[src/rtl/icache_intc_rr_scheduler.sv]
// N-to-1 round-robin request scheduler with a single registered output slot.
// Fetch masters compete for one cache-bank request port. The winner of the
// round-robin search is granted combinationally and its address/UID are
// captured into the output slot, which holds them until the bank grants.
// A drain and a new capture can happen in the same cycle, so the slot
// sustains one request per cycle.
module icache_intc_rr_scheduler #(
   parameter int N_MASTER      = 8,
   parameter int ADDRESS_WIDTH = 32,
   parameter int UID_WIDTH     = N_MASTER
) (
   input  logic                               clk,
   input  logic                               rst,
   input  logic [N_MASTER-1:0]                request_i,
   input  logic [N_MASTER*ADDRESS_WIDTH-1:0]  address_i,
   output logic [N_MASTER-1:0]                grant_o,
   output logic                               request_o,
   output logic [ADDRESS_WIDTH-1:0]           address_o,
   output logic [UID_WIDTH-1:0]               UID_o,
   input  logic                               grant_i
);

   localparam int PTR_W = (N_MASTER > 1) ? $clog2(N_MASTER) : 1;

   typedef logic [PTR_W-1:0] ptr_t;

   typedef enum logic {
      SLOT_EMPTY = 1'b0,
      SLOT_FULL  = 1'b1
   } slot_state_t;

   slot_state_t              state_q;
   slot_state_t              state_d;
   ptr_t                     rr_ptr;
   ptr_t                     rr_ptr_next;
   ptr_t                     win_idx;
   logic                     win_found;
   logic                     can_load;
   logic                     capture;
   logic [UID_WIDTH-1:0]     win_uid;
   logic [ADDRESS_WIDTH-1:0] addr_arr [N_MASTER];

   // Candidate index for search offset `offset` from `base`, wrapping at
   // N_MASTER-1 so non-power-of-two master counts never probe a phantom index.
   function automatic ptr_t wrap_idx(input ptr_t base, input int offset);
      int sum;
      sum = int'(base) + offset;
      if (sum >= N_MASTER) begin
         sum = sum - N_MASTER;
      end
      return ptr_t'(sum);
   endfunction

   // Split the flat address bus into one word per master.
   genvar gi;
   generate
      for (gi = 0; gi < N_MASTER; gi++) begin : g_addr_split
         assign addr_arr[gi] = address_i[gi*ADDRESS_WIDTH +: ADDRESS_WIDTH];
      end
   endgenerate

   // The slot may take a new request when it is empty or is being drained now.
   assign request_o = (state_q == SLOT_FULL);
   assign can_load  = (state_q == SLOT_EMPTY) | grant_i;
   // Grants are suppressed while reset is asserted so no master sees a
   // handshake that the slot cannot honour.
   assign capture   = win_found & can_load & ~rst;

   // Round-robin search: first requesting master at or after rr_ptr.
   always_comb begin
      // NOTE: every combinational output gets a default before any branch;
      // a path that leaves a variable unassigned would infer a latch.
      win_found = 1'b0;
      win_idx   = '0;
      for (int i = 0; i < N_MASTER; i++) begin
         if (!win_found && request_i[wrap_idx(rr_ptr, i)]) begin
            win_found = 1'b1;
            win_idx   = wrap_idx(rr_ptr, i);
         end
      end
   end

   // One-hot grant toward the winning master and one-hot UID of the winner.
   always_comb begin
      grant_o = '0;
      win_uid = '0;
      win_uid[win_idx] = 1'b1;
      if (capture) begin
         grant_o[win_idx] = 1'b1;
      end
   end

   // Pointer moves to the master after the winner, wrapping at N_MASTER-1.
   always_comb begin
      rr_ptr_next = rr_ptr;
      if (capture) begin
         if (win_idx == ptr_t'(N_MASTER - 1)) begin
            rr_ptr_next = '0;
         end else begin
            rr_ptr_next = win_idx + 1'b1;
         end
      end
   end

   // Slot occupancy: a capture fills it (even while draining), a bank grant
   // with no capture empties it, and grant_i is ignored while empty.
   always_comb begin
      state_d = state_q;
      unique case (state_q)
         SLOT_EMPTY: begin
            if (capture) begin
               state_d = SLOT_FULL;
            end
         end
         SLOT_FULL: begin
            if (capture) begin
               state_d = SLOT_FULL;
            end else if (grant_i) begin
               state_d = SLOT_EMPTY;
            end
         end
         default: state_d = SLOT_EMPTY;
      endcase
   end

   // Slot occupancy register; reset drops any request held in the slot.
   always_ff @(posedge clk or posedge rst) begin
      // NOTE: clocked state uses non-blocking assignments so every register
      // samples the pre-edge values regardless of statement order.
      if (rst) begin
         state_q <= SLOT_EMPTY;
      end else begin
         state_q <= state_d;
      end
   end

   // Slot payload and round-robin pointer; they only change on a capture.
   always_ff @(posedge clk or posedge rst) begin
      if (rst) begin
         rr_ptr    <= '0;
         address_o <= '0;
         UID_o     <= '0;
      end else begin
         rr_ptr <= rr_ptr_next;
         if (capture) begin
            address_o <= addr_arr[win_idx];
            UID_o     <= win_uid;
         end
      end
   end

endmodule

[config.mk]
export PLATFORM = sky130hd
export DESIGN_NAME = icache_intc_rr_scheduler
export DESIGN_NICKNAME = d
export VERILOG_FILES = /design/src/rtl/icache_intc_rr_scheduler.sv
export SDC_FILE = /design/constraint.sdc
export NUM_CORES = 1
export LEC_CHECK = 0
export CAP_MARGIN = 20
export CORE_AREA = 2 2 124 126
export CTS_CLUSTER_DIAMETER = 40
export DETAILED_ROUTE_END_ITERATION = 8
export DIE_AREA = 0 0 126 128
export PLACE_DENSITY = 0.72
export SLEW_MARGIN = 5
export SYNTH_ARGS = -nofsm -noshare
export SYNTH_HDL_FRONTEND = slang
export SYNTH_SLANG_ARGS = --single-unit
[constraint.sdc]
create_clock -name clk -period 9.5 [get_ports clk]
set_input_delay 0.95 -clock clk [delete_from_list [all_inputs] [get_ports clk]]
set_output_delay 0.95 -clock clk [all_outputs]
set_load 0.02 [all_outputs]
==> results.ini <==
[drt]
drt.antenna.violating_nets=0
routed_wire_length_per_instance_um=20.5
vias=5071
drt_iter0_drc=277
route.detailed.drc=0
drt-total-wl_um=19700
met1_length_um=7640
wl_met2_um=10600
dr_wl_met3_um=1140
dr.pass1.iters=6
top_layer=met5
routed_via_density=5.28

[setup_path]
end_kind=primary output
reg2reg_slack_ns=3.87
regToRegStartpoint=rr_ptr[1]
crit_start=rr_ptr[1]
cp.required_ns=8.55
reg2reg_depth=11
crit_type=reg2out
startpoint_type=flip-flop
crit_fanout=49
cp.arrival_ns=6.07
worstReg2RegEnd=address_o[14]

[logic_synthesis]
synth_seq_cells=44
mappedNetlistArea_sq_um=4870
synth_flop_cell=dfrtp_1
ys_seq_area_share_pct=22.6
syn-mean-instance-area_sq_um=9.98
synth_top_area_share_pct=33.7
syn_inst=488
synth_nets=757
async_flop_share_pct=100
synthTopCellsByCount=mux2i_1 (164), dfrtp_1 (44), nand2_1 (44), a21o_1 (39), buf_2 (19)
synth_cell_types=53
yosysMostFrequentCell=mux2i_1
synth_edf_count=0
ys_warn_count=0
synth.area.top_cells=mux2i_1 (34%), dfrtp_1 (23%), a21o_1 (6.0%)
synth_top_area_cell=mux2i_1

[timing]
fin_worst_skew_ns=0.00904
setup_viol=0
rsz0062_at_grt=no
tns_ns=0
whs_ns=0.481
period_share_pct=73.9
worst_slew_pin_slew_ns=1.12
fin_crit_ns=7.02
fin_ws_ns=2.48
slew_headroom_pct=25.4
fmax_ghz=0.142
finalHoldViolCount=0
drv_slew=0

[power_and_ir_drop]
pwr-share-comb_pct=84.1
internal_power_mw=1.74
p_per_area_nw_per_um2=415
switching_share_pct=49.0
peakVddDrop_mv=0.722
p_seq_share_pct=10.6
p_switching_mw=1.67
clock_power_share_pct=5.3
p_leak_nw=3.55

[die]
die_h_um=128
num_rows=45
core_sq_um=14900
start_util_pct=32.8
die_area_sq_um=16100
die_w_um=126
num_io_pins=316

[worst_hold_path]
min_to=UID_o[0]
whs_path_depth=1
min_from=UID_o[0]
hp-class=reg2reg

[global_route]
grt_max_degree=134
grt_pass1_vias=5383
grt_antenna_before_repair=1
grt_pass1_wl_um=29500
grt_overflow=0
gr-usage-all-layers_pct=23.2

[clock_network]
holdBufCountCts=0
cts_tree=done
cts_max_level=2
cts_resized=0
clkLatencyLatePin_ns=0.29
clockRootBuffer=clkbuf_16
postCtsSetupRepairBufs=0
numCtsBuffers=5
clk_pin_slew_worst_paths_ns=0.07
cts_sinks=44
clock_path_buffers=2

[layout]
drive_above_1_share_pct=7.37
num_antenna_cells=0
area_growth_pct=69.3
nets=1041
utilization_pct=55.5

[placed_design]
dp_hpwl_um=15500
port_buffers=315
gp_congestion=0.878
place_ws_ns=2.79

[run_status]
outcome=finished clean

[flow_run]
drv_cap=0

area by class of cell:
| type | count | area, sq um |
|---|---|---|
| inverters | 12 | 45.0 |
| clock buffers | 7 | 143 |
| clock inverters | 1 | 7.51 |
| multi-input cells | 389 | 3500 |
| fillers | 1329 | 6620 |
| repair buffers | 320 | 3220 |
| flip-flops and latches | 44 | 1100 |
| well taps | 188 | 235 |
registers in the layout, summed over array words and instances, names as in the netlist:
signal	flops
rr_ptr	3
address_o	32
UID_o	8
request_o	1
layer usage:
layer  up-vias  global-route usage (%)
met4         2                    4.46
met2       188                    43.9
li1       2420                       -
met3        20                    4.26
met5         -                       0
met1      2441                    27.4
logic make-up after synthesis:
| kind of cell | count (synthesis) | share of synthesized area [%] |
|---|---|---|
| AND/OR/NAND/NOR | 85 | 8.66 |
| AO/OA/AOI/OAI | 112 | 19.8 |
| flip-flops | 44 | 22.6 |
| adder cells (fa/ha/maj) | 2 | 0.514 |
| buffers and inverters | 55 | 6.27 |
| XOR/XNOR | 5 | 0.899 |
| multiplexers | 185 | 41.2 |
worst max-delay path, stage by stage (launching register included):
cell and delay, ns:
dfrtp_1 0.88, inv_1 0.23, ha_1 0.75, mux4_2 0.62, mux2i_2 0.36, and2_1 0.22, nor3b_4 0.32, a211o_2 0.81
inv_1 0.16, nand3b_1 0.68, nor2_1 0.15, clkdlybuf4s50_1 0.58
worst max-delay path by stage:
stage                 end  cells past startpoint
2_1_floorplan  grant_o[0]                     15
3_3_place_gp   grant_o[7]                     11
3_5_place_dp   grant_o[7]                     11
4_1_cts        grant_o[7]                     11
5_1_grt        grant_o[7]                     11
6_report       grant_o[7]                     11
power by group through the flow:
stage	clock [mW]	sequential, mW	combinational (mW)
floorplan	0	0.418	2.18
global placement	0	0.364	2.85
detailed placement	0	0.366	2.89
CTS	0.185	0.363	2.90
global route	0.192	0.379	3.08
finish	0.180	0.362	2.88
cell usage in the layout (no fill, tap or decap), types with 3 or more instances in the layout:
cell type,Yosys,routed
a21o_1,39,39
a21oi_1,8,8
a221oi_1,3,3
a22oi_1,3,3
and2_1,3,3
buf_4,2,3
clkbuf_16,0,5
clkdlybuf4s50_1,0,315
dfrtp_1,44,44
inv_1,12,11
mux2_2,6,6
mux2i_1,164,164
mux4_2,11,11
nand2_1,44,44
nand2b_1,3,3
nand3_1,3,3
nor2_1,12,11
nor2_2,2,3
nor2b_1,5,5
o211ai_1,5,5
o21ai_0,5,5
o221ai_1,18,18
o221ai_2,15,15
xnor2_1,3,3
metrics by stage:
stage	cell area, sq um	instances	power [mW]
5_1_grt	8240	961	3.65
3_3_place_gp	8070	952	3.22
6_report	8240	961	3.42
3_5_place_dp	8070	952	3.26
4_1_cts	8220	960	3.45
2_1_floorplan	4870	488	2.60
Note: power is estimated with default switching activity, not from simulation.
